`src/rtl/noise_pkg.sv`:
```
// noise_pkg: shared widths, FSM state type and the offset-binary conversion used by the
// noise readout drain stage (noise_readout, noise_skid2, noise_readout_if).
package noise_pkg;

  localparam int unsigned ACQ_W   = 12;  // ADC sample width, matches acquisition FIFO
  localparam int unsigned CNT_W   = 12;  // sample-count width, matches acquisition count
  localparam int unsigned DOUT_W  = 16;  // sign-extended output sample width
  localparam int unsigned SUM_W   = 24;  // signed record sum
  localparam int unsigned SUMSQ_W = 34;  // unsigned record sum of squares

  typedef enum logic [1:0] {
    IDLE,
    READ,
    DRAIN,
    DONE
  } state_e;

  // Offset-binary to two's complement: flip the MSB, then sign-extend to DOUT_W.
  function automatic logic [DOUT_W-1:0] ob2tc(input logic [ACQ_W-1:0] d);
    logic [ACQ_W-1:0] s;
    s = {~d[ACQ_W-1], d[ACQ_W-2:0]};
    return {{(DOUT_W - ACQ_W){s[ACQ_W-1]}}, s};
  endfunction

endpackage

```
`src/rtl/noise_readout_if.sv`:
```
// noise_readout_if: sample stream towards the DSP.
//   dout        converted sample, two's complement
//   dout_valid  dout holds a sample
//   dout_ready  consumer accepts dout when valid && ready
// master = producer (noise_readout), slave = DSP consumer.
interface noise_readout_if;
  import noise_pkg::*;

  logic [DOUT_W-1:0] dout;
  logic              dout_valid;
  logic              dout_ready;

  modport master (output dout, output dout_valid, input dout_ready);
  modport slave  (input dout, input dout_valid, output dout_ready);
endinterface

```
`src/rtl/noise_skid2.sv`:
```
// noise_skid2: 2-entry sample buffer between the FIFO read return and the DSP stream.
// Ports:
//   clk_sys, reset   clock, asynchronous active-high reset
//   push, push_data  write one converted sample
//   dout, dout_valid head entry and its valid flag (registered)
//   dout_ready       consumer ready; pop = dout_valid && dout_ready
//   occupancy        number of stored entries (0..2)
// The producer guarantees no push into a full buffer unless a pop happens in the same cycle.
module noise_skid2
  import noise_pkg::*;
(
  input  logic              clk_sys,
  input  logic              reset,
  input  logic              push,
  input  logic [DOUT_W-1:0] push_data,
  output logic [DOUT_W-1:0] dout,
  output logic              dout_valid,
  input  logic              dout_ready,
  output logic [1:0]        occupancy
);

  logic [DOUT_W-1:0] buf0_q;  // head, drives dout directly
  logic [DOUT_W-1:0] buf1_q;
  logic [1:0]        occ_q;
  logic              pop;

  assign pop        = (occ_q != 2'd0) && dout_ready;
  assign dout       = buf0_q;
  assign dout_valid = (occ_q != 2'd0);
  assign occupancy  = occ_q;

  always_ff @(posedge clk_sys or posedge reset) begin
    if (reset) begin
      buf0_q <= '0;
      buf1_q <= '0;
      occ_q  <= 2'd0;
    end else begin
      case ({push, pop})
        2'b10: begin
          if (occ_q == 2'd0) buf0_q <= push_data;
          else               buf1_q <= push_data;
          occ_q <= occ_q + 2'd1;
        end
        2'b01: begin
          buf0_q <= buf1_q;
          occ_q  <= occ_q - 2'd1;
        end
        2'b11: begin
          // Occupancy unchanged; shift when the second entry is live.
          if (occ_q == 2'd1) begin
            buf0_q <= push_data;
          end else begin
            buf0_q <= buf1_q;
            buf1_q <= push_data;
          end
        end
        default: ;
      endcase
    end
  end

endmodule

```
`src/rtl/noise_readout.sv`:
```
// noise_readout: drains one captured record from the acquisition FIFO (1-cycle read latency),
// converts each offset-binary sample to signed 16 bits and streams it to the DSP side, while
// accumulating the record sum (and, with NOISE_SUMSQ_EN defined, the sum of squares).
// Ports:
//   clk_sys, reset   clock, asynchronous active-high reset
//   start, acqnum    one-cycle start pulse and record length (sampled on start)
//   n_rd_en          FIFO read strobe; n_dataout valid the following cycle
//   n_dataout        FIFO read data, offset-binary
//   dsp              sample stream (noise_readout_if.master)
//   sum              signed sum of converted samples
//   sumsq            unsigned sum of squares (only with NOISE_SUMSQ_EN)
//   busy, done       record in progress / one-cycle completion pulse
// Config macro: NOISE_SUMSQ_EN adds the squarer, 34-bit accumulator and the sumsq port.
module noise_readout
  import noise_pkg::*;
(
  input  logic               clk_sys,
  input  logic               reset,
  input  logic               start,
  input  logic [CNT_W-1:0]   acqnum,
  output logic               n_rd_en,
  input  logic [ACQ_W-1:0]   n_dataout,
  noise_readout_if.master    dsp,
  output logic [SUM_W-1:0]   sum,
`ifdef NOISE_SUMSQ_EN
  output logic [SUMSQ_W-1:0] sumsq,
`endif
  output logic               busy,
  output logic               done
);

  state_e             state_q;
  logic [CNT_W-1:0]   remaining_q;
  logic               inflight_q;  // a read was issued last cycle; n_dataout is valid now
  logic [SUM_W-1:0]   sum_q;
  logic               busy_q;
  logic               done_q;

  logic [1:0]         occ;
  logic               pop;
  logic [2:0]         credit_use;
  logic               rd_en;
  logic [DOUT_W-1:0]  samp;

  assign samp = ob2tc(n_dataout);
  assign pop  = dsp.dout_valid && dsp.dout_ready;

  // Entries the buffer will hold once the in-flight read lands and this cycle's pop retires.
  assign credit_use = {1'b0, occ} + {2'b00, inflight_q} - {2'b00, pop};
  assign rd_en      = (state_q == READ) && (remaining_q != '0) && (credit_use < 3'd2);

  assign n_rd_en = rd_en;
  assign sum     = sum_q;
  assign busy    = busy_q;
  assign done    = done_q;

  noise_skid2 u_skid (
    .clk_sys    (clk_sys),
    .reset      (reset),
    .push       (inflight_q),
    .push_data  (samp),
    .dout       (dsp.dout),
    .dout_valid (dsp.dout_valid),
    .dout_ready (dsp.dout_ready),
    .occupancy  (occ)
  );

`ifdef NOISE_SUMSQ_EN
  logic [SUMSQ_W-1:0]        sumsq_q;
  logic signed [ACQ_W-1:0]   s12;
  logic signed [2*ACQ_W-1:0] sq;

  assign s12   = samp[ACQ_W-1:0];
  assign sq    = s12 * s12;  // always non-negative, at most 2^22
  assign sumsq = sumsq_q;

  always_ff @(posedge clk_sys or posedge reset) begin
    if (reset) begin
      sumsq_q <= '0;
    end else if ((state_q == IDLE) && start) begin
      sumsq_q <= '0;
    end else if (inflight_q) begin
      sumsq_q <= sumsq_q + {{(SUMSQ_W - 2*ACQ_W){1'b0}}, sq};
    end
  end
`endif

  always_ff @(posedge clk_sys or posedge reset) begin
    if (reset) begin
      state_q     <= IDLE;
      remaining_q <= '0;
      inflight_q  <= 1'b0;
      sum_q       <= '0;
      busy_q      <= 1'b0;
      done_q      <= 1'b0;
    end else begin
      inflight_q <= rd_en;
      done_q     <= 1'b0;
      if (rd_en) remaining_q <= remaining_q - 1'b1;
      // Accumulate as each sample enters the buffer, independent of the DSP handshake.
      if (inflight_q) sum_q <= sum_q + {{(SUM_W - DOUT_W){samp[DOUT_W-1]}}, samp};

      case (state_q)
        IDLE: begin
          if (start) begin
            remaining_q <= acqnum;
            sum_q       <= '0;
            busy_q      <= 1'b1;
            state_q     <= (acqnum == '0) ? DONE : READ;
          end
        end
        READ: begin
          if (rd_en && (remaining_q == {{(CNT_W-1){1'b0}}, 1'b1})) state_q <= DRAIN;
        end
        DRAIN: begin
          if (!inflight_q && (occ == 2'd0)) state_q <= DONE;
        end
        DONE: begin
          state_q <= IDLE;
          busy_q  <= 1'b0;
          done_q  <= 1'b1;
        end
        default: state_q <= IDLE;
      endcase
    end
  end

endmodule

```
`src/flat_wrapper.sv`:
```
// flat-port wrapper written by rule: the top's interface ports become plain ports
module noise_readout_flat import noise_pkg::*;
  (clk_sys, reset, start, acqnum, n_rd_en, n_dataout, sum, busy, done, dsp_dout, dsp_dout_valid, dsp_dout_ready);
  noise_readout_if dsp_i ();
  input  logic clk_sys;
  input  logic reset;
  input  logic start;
  input  logic [CNT_W-1:0] acqnum;
  output logic n_rd_en;
  input  logic [ACQ_W-1:0] n_dataout;
  output logic [SUM_W-1:0] sum;
  output logic busy;
  output logic done;
  output wire logic [$bits(dsp_i.dout)-1:0] dsp_dout;
  output wire logic [$bits(dsp_i.dout_valid)-1:0] dsp_dout_valid;
  input wire logic [$bits(dsp_i.dout_ready)-1:0] dsp_dout_ready;
  assign dsp_dout = dsp_i.dout;
  assign dsp_dout_valid = dsp_i.dout_valid;
  assign dsp_i.dout_ready = dsp_dout_ready;
  noise_readout u_core (.clk_sys(clk_sys), .reset(reset), .start(start), .acqnum(acqnum), .n_rd_en(n_rd_en), .n_dataout(n_dataout), .dsp(dsp_i), .sum(sum), .busy(busy), .done(done));
endmodule
```
`config.mk`:
```
export PLATFORM = sky130hd
export DESIGN_NAME = noise_readout_flat
export DESIGN_NICKNAME = d
export VERILOG_FILES = /design/src/rtl/noise_pkg.sv /design/src/rtl/noise_readout_if.sv /design/src/rtl/noise_skid2.sv /design/src/rtl/noise_readout.sv /design/src/flat_wrapper.sv
export SDC_FILE = /design/constraint.sdc
export NUM_CORES = 1
export LEC_CHECK = 0
export ABC_AREA = 1
export ABC_CLOCK_PERIOD_IN_PS = 3900
export BUFFER_PORTS_ARGS = -buffer_cell sky130_fd_sc_hd__buf_4
export CORE_MARGIN = 10
export CORE_UTILIZATION = 60
export CTS_CLUSTER_DIAMETER = 30
export DETAILED_ROUTE_END_ITERATION = 10
export GPL_TIMING_DRIVEN = 0
export PLACE_DENSITY = 0.91
export SLEW_MARGIN = 10
export SYNTH_ARGS = -nofsm -noshare
export SYNTH_HDL_FRONTEND = slang
export SYNTH_HIERARCHICAL = 1
export SYNTH_SLANG_ARGS = --single-unit
```
`constraint.sdc`:
```
create_clock -name clk_sys -period 3.9 [get_ports clk_sys]
set_clock_uncertainty 0.1 [all_clocks]
set_input_delay 0.39 -clock clk_sys [delete_from_list [all_inputs] [get_ports clk_sys]]
set_output_delay 0.39 -clock clk_sys [all_outputs]
set_load 0.01 [all_outputs]
```
Word level (Yosys, flattened, before mapping)
Cells that the tools add are included.
- logic and storage cells: 71
- bits in read-only memories: 0
- input port bits: 28
- register bits after elaboration: 75
- memories: 0
- bits in latches: 0
- RAM bits: 0
- $mul: 0
- magnitude comparators: 1
- equal/unequal tests: 14
- multiplexer cells: 21
- add/sub/neg operators: 6
- reduce and logical (&&, ||, !) cells: 19
- bitwise operators: 1
- divide/modulo/power cells: 0
- shift operators: 0
- operators with widths (operator ; number):
    $mux W24 ; 3
    $mux W16 ; 4
    $pmux W16 S3 ; 1
    $mux W12 ; 3
    $pmux W16 S2 ; 1
    $add A24 B24 Y24 ; 1
    $eq A12 B1 Y1 const B ; 1
    $logic_not A12 Y1 ; 1
    $reduce_bool A12 Y1 ; 1
    $sub A12 B1 Y12 const B ; 1
    $eq A2 B2 Y1 const B ; 4
    $mux W2 ; 4
    $ne A2 B2 Y1 const B ; 4
    $pmux W2 S4 ; 1
    $reduce_bool A2 Y1 ; 4
    $eq A2 B1 Y1 const B ; 3
    $reduce_and A3 Y1 ; 2
    $logic_and A1 B1 Y1 ; 5
    $logic_not A2 Y1 ; 2
    $ne A2 B1 Y1 const B ; 2
    $pmux W2 S2 ; 1
    $reduce_and A2 Y1 ; 2
    $add A2 B1 Y3 ; 1
    $lt A3 B2 Y1 const B ; 1
    8 further kinds ; 9

Depth between registers and ports, before layout
- word-level depth: 8
- depth in mapped cells: 17
- depth with buffers taken out: 16

Modules after synthesis
The synthesis kept the hierarchy.
- modules (own cells, without submodules) (module ; times used ; area an instance (um^2) ; cells an instance):
    noise_readout ; 1 ; 4036.4 ; 659
    noise_skid2 ; 1 ; 1811.7 ; 220

Least setup slack after synthesis
No wires, ideal clock.
- path type: register to output
- start: reg u_core.u_skid.occ_q[1], in the netlist u_core/u_skid/occupancy[1]
- end: out n_rd_en
- data arrival time: 2471 ps
- stages on the path, launching flop included: 14
- path buffers: 1
- setup slack: 939 ps
- path through: dfrtp_1 -> inv_1 -> ha_1 -> inv_2 -> nand2_1 -> inv_1 -> ha_1 -> or2_2 -> fa_1 -> nand2_1 -> nor3b_2 -> nand2_4 -> inv_2 -> buf_6
- word-level cells in the longest chain between the ends: 5
- elaborated cells between the ends (all ways): 6
- those cells by class: 2 x add/sub; 1 x order compare; 3 x reduce/logical
- ends and longest elaborated chain (item ; RTL line ; source):
    start, declared ; noise_skid2.sv:24 ; logic [1:0] occ_q;
    start signal, assigned ; noise_skid2.sv:42 ; occ_q <= occ_q + 2'd1;
    start signal, assigned ; noise_skid2.sv:46 ; occ_q <= occ_q - 2'd1;
    $reduce_bool A2 Y1 ; noise_skid2.sv:29 ; assign dout_valid = (occ_q != 2'd0);
    named net dsp_dout_valid ; flat_wrapper.sv:15 ; output wire logic [$bits(dsp_i.dout_valid)-1:0] dsp_dout_valid;
    $logic_and A1 B1 Y1 ; noise_readout.sv:46 ; assign pop = dsp.dout_valid && dsp.dout_ready;
    $sub A3 B1 Y3 ; noise_readout.sv:49 ; assign credit_use = {1'b0, occ} + {2'b00, inflight_q} - {2'b00, pop};
    $lt A3 B2 Y1 ; noise_readout.sv:50 ; assign rd_en = (state_q == READ) && (remaining_q != '0) && (credit_use < 3'd2);
    $logic_and A1 B1 Y1 ; noise_readout.sv:50 ;
    end, declared ; flat_wrapper.sv:9 ; output logic n_rd_en;
The timed path passes the listed nets, and every way through them passes these cells.

Final worst setup path
- start: reg u_core.u_skid.occ_q[1], in the netlist u_core/u_skid/occupancy[1]
- end: out n_rd_en
- word-level cells in the longest chain between the ends: 5
- elaborated cells between the ends (all ways): 6
- those cells by class: 2 x add/sub; 1 x order compare; 3 x reduce/logical
- ends and longest elaborated chain (item ; RTL line):
    branches (longest 2 deep; another with $add A2 B1 Y3) ; n/a
    $sub A3 B1 Y3 (*) ; noise_readout.sv:49
    $lt A3 B2 Y1 (*) ; noise_readout.sv:50
    $logic_and A1 B1 Y1 (*) ; noise_readout.sv:50
Every way passes the cells marked *.

==> out/metrics.cfg <==
[timing]
final_max_slew_viol_count = 0
rsz0062_at_grt = false
slew_headroom_pct = 40.70
finalSetupViolCount = 0
final.setup.tns_ns = 0
tightest_slew_ns = 0.8885
fmax_mhz = 266.5
post-route-period-util_pct = 96.22
fin_crit_ns = 3.752
hold_viol = 0

[drt]
vias = 5706
drc = 0
ant_nets = 0
drt_iter0_markers = 353
wl_per_cell_microns = 13.70
wirelength_mm = 15.03
drt-pass1-iter-count = 6
drt-vias-per-instance = 5.201

[clock_tree]
cts_sinks = 75
cts.clk_slew.worst_paths_ns = 0.08
cts_setup_buffers = 0
worstSkewPairLatency_ns = 0.35
numCtsBuffers = 9
tritoncts = done
cts_root_buffer = clkbuf_8
clk_path_buf_depth = 2
ctsHtreeMaxLevel = 3

[logic_synthesis]
ys_types = 43
synth_fa_ha_area_share_pct = 8.815
yosys-top-cells-area = dfrtp_1 32%, nand2_1 20%, inv_1 8.4%, ha_1 8.1%, nand3_1 7.4%
synth_seq_cells = 75
synth.yosys.seq_area_share_pct = 32.09
netlist_area_sq_mm = 0.005848
synth-edff-count = 0
yosysWarnings = 6
synth_ff_type = dfrtp_1
synth_mux_area_share_pct = 0
synth_xor_area_share_pct = 2.246
synth_common_cells = 318 x nand2_1, 131 x inv_1, 86 x nand3_1, 78 x nor2_1, 75 x dfrtp_1
synth-simple-area-share_pct = 40.78
synth_top_cell_by_area = dfrtp_1
syn_inst = 879
synth_most_common_cell = nand2_1
synth_top_area_share_pct = 32.09
synth_compound_area_share_pct = 5.049
syn_avg_cell_area_sq_um = 6.653
syn_nets = 947
synth_top_family_by_area = simple AND/OR/NAND/NOR gates
postSynth.asyncResetShare_pct = 100.0

[final_layout]
drive_gt1_share_pct = 15.91
final_core_util_pct = 72.46
final_net_count = 1031
n_fill_cell = 812
area.growth.synth_to_final_pct = 16.11
antennaDiodeCount = 0

[floorplanning]
pin_count = 72
die_h_microns = 118.7
fp.coreArea_sq_mm = 0.009371
die_w_microns = 118.7
dieArea_sq_mm = 0.01410
start_util_pct = 62.40
row_count = 35

[placement]
dpl.hpwl_mm = 11.74
gp_congestion = 0.9656
portBuffers = 71

[pwr]
p_total_w = 0.005063
p_leak_nw = 3.916
power.density_mw_per_mm2 = 745.6
peakVddDrop_uv = 358.3

[run_status]
status = finished, final reports clean

[setup_path]
rrSetupSlack_ns = 0.71
cp-startpoint = u_core/u_skid/occupancy[1]
reg2reg_depth = 15
worstSetupEndpointType = output pin
cp.arrival_ns = 3.26
start_kind = flop
worstReg2RegStart = u_core/u_skid/occupancy[1]
reg2reg_to = u_core/state_q[0]
path_class = flop to output pin
required_ns = 3.41
crit_path_end = n_rd_en
crit_path_max_fanout = 11

[hold_path]
hold_class = primary input to flop

[global_routing]
grt_pass1_vias = 5471
grt_usage_pct = 21.50
grt-ovfl-total = 0
grt_pass1_wl_mm = 25.70
grt_max_degree = 35
antenna_found_initial = 0

[flow_run]
maxCapViolCount = 0

state kept, by name (all words and copies together) (netlist names):
name                     flops
u_core/sum                  24
u_core/inflight_q            1
u_core/u_skid/buf1_q        16
u_core/remaining_q          12
u_core/u_skid/occupancy      2
u_core/state_q               2
u_core/done                  1
u_core/u_skid/dout          16
u_core/busy                  1
report_power, final:
| group | leakage [nW] | internal, W | switching, W | total (W) |
|---|---|---|---|---|
| clock | 0.103 | 0.000362 | 0.000305 | 0.000667 |
| combinational | 2.88 | 0.00118 | 0.00178 | 0.00296 |
| sequential | 0.935 | 0.00113 | 0.000302 | 0.00143 |
| total | 3.92 | 0.00267 | 0.00239 | 0.00506 |
kinds of logic (layout without fill, tap and decap cells):
family | count (synthesis) | after routing
buffers and inverters | 157 | 246
AND/OR/NAND/NOR | 543 | 543
adder cells (fa/ha/maj) | 40 | 40
XOR/XNOR | 15 | 15
AO/OA/AOI/OAI | 49 | 49
flip-flops | 75 | 75
worst min-delay path by stage:
stage                                       start                      end  slack (ns)  cells past startpoint
after CTS                                   start            u_core/sum[2]        0.12                      2
after detailed placement                    reset        u_core/state_q[1]        0.27                      2
after global routing                    acqnum[6]    u_core/remaining_q[6]        0.13                      3
after global placement    u_core/u_skid/buf1_q[3]  u_core/u_skid/buf1_q[3]        0.36                      2
final                                       start            u_core/sum[2]        0.13                      2
after floorplan           u_core/u_skid/buf1_q[3]  u_core/u_skid/buf1_q[3]        0.34                      2
cells in the final DEF (no fill, tap or decap), drive strengths merged, types with 4 or more instances in the layout:
master  count
xor2        9
buf        83
nor3        4
o21ai      21
ha         38
o211ai      6
nand3      88
nand2     346
nand4       9
xnor2       6
a21oi      16
nor2       81
dfrtp      75
or2         7
inv       140
clkbuf     16
per-layer routing:
metal	vias up	global-route usage, %	wire (microns)
met5	-	0	0
met4	0	7.710	301
met2	174	35.68	7219
met1	2613	26.84	6565
li1	2889	-	-
met3	30	4.664	946
final cells by class:
type	count	area (sq um)	area share, %
clock inverter	6	88.84	1.308
buffer	17	118.9	1.751
inverter	140	525.5	7.739
sequential	75	1878	27.66
multi-input combinational	647	3327	49.00
tap	129	161.4	2.377
timing repair buffer	73	563.0	8.292
clock buffer	10	127.6	1.879
critical path: stages, from the launching register on:
cell	delay, ns
dfrtp_2	0.46
inv_1	0.11
ha_1	0.23
inv_2	0.09
nand2_1	0.08
inv_1	0.05
ha_1	0.26
or2_2	0.32
fa_1	0.51
nand2_1	0.07
nor3b_2	0.26
nand2_4	0.11
inv_2	0.08
buf_6	0.16
buf_4	0.14
per-stage QoR:
stage / worst slack [ns] / std cells / area, sq um / hold WS [ns]
2_1_floorplan: 0.9389 / 879 / 5848 / 0.3422
3_5_place_dp: 0.5270 / 1080 / 6563 / 0.2663
4_1_cts: 0.09769 / 1097 / 6789 / 0.1180
6_report: 0.1476 / 1097 / 6790 / 0.1259
3_3_place_gp: 0.6380 / 1079 / 6543 / 0.3553
5_1_grt: 0.01266 / 1097 / 6790 / 0.1294
repair_timing:
action                                  in CTS  in global routing
endpoints found under the hold margin       10                  0
resized for setup                            0                  1
hold buffers                                 1                  0
endpoints found under the setup margin       0                  1
Note: power is estimated with default switching activity, not from simulation.
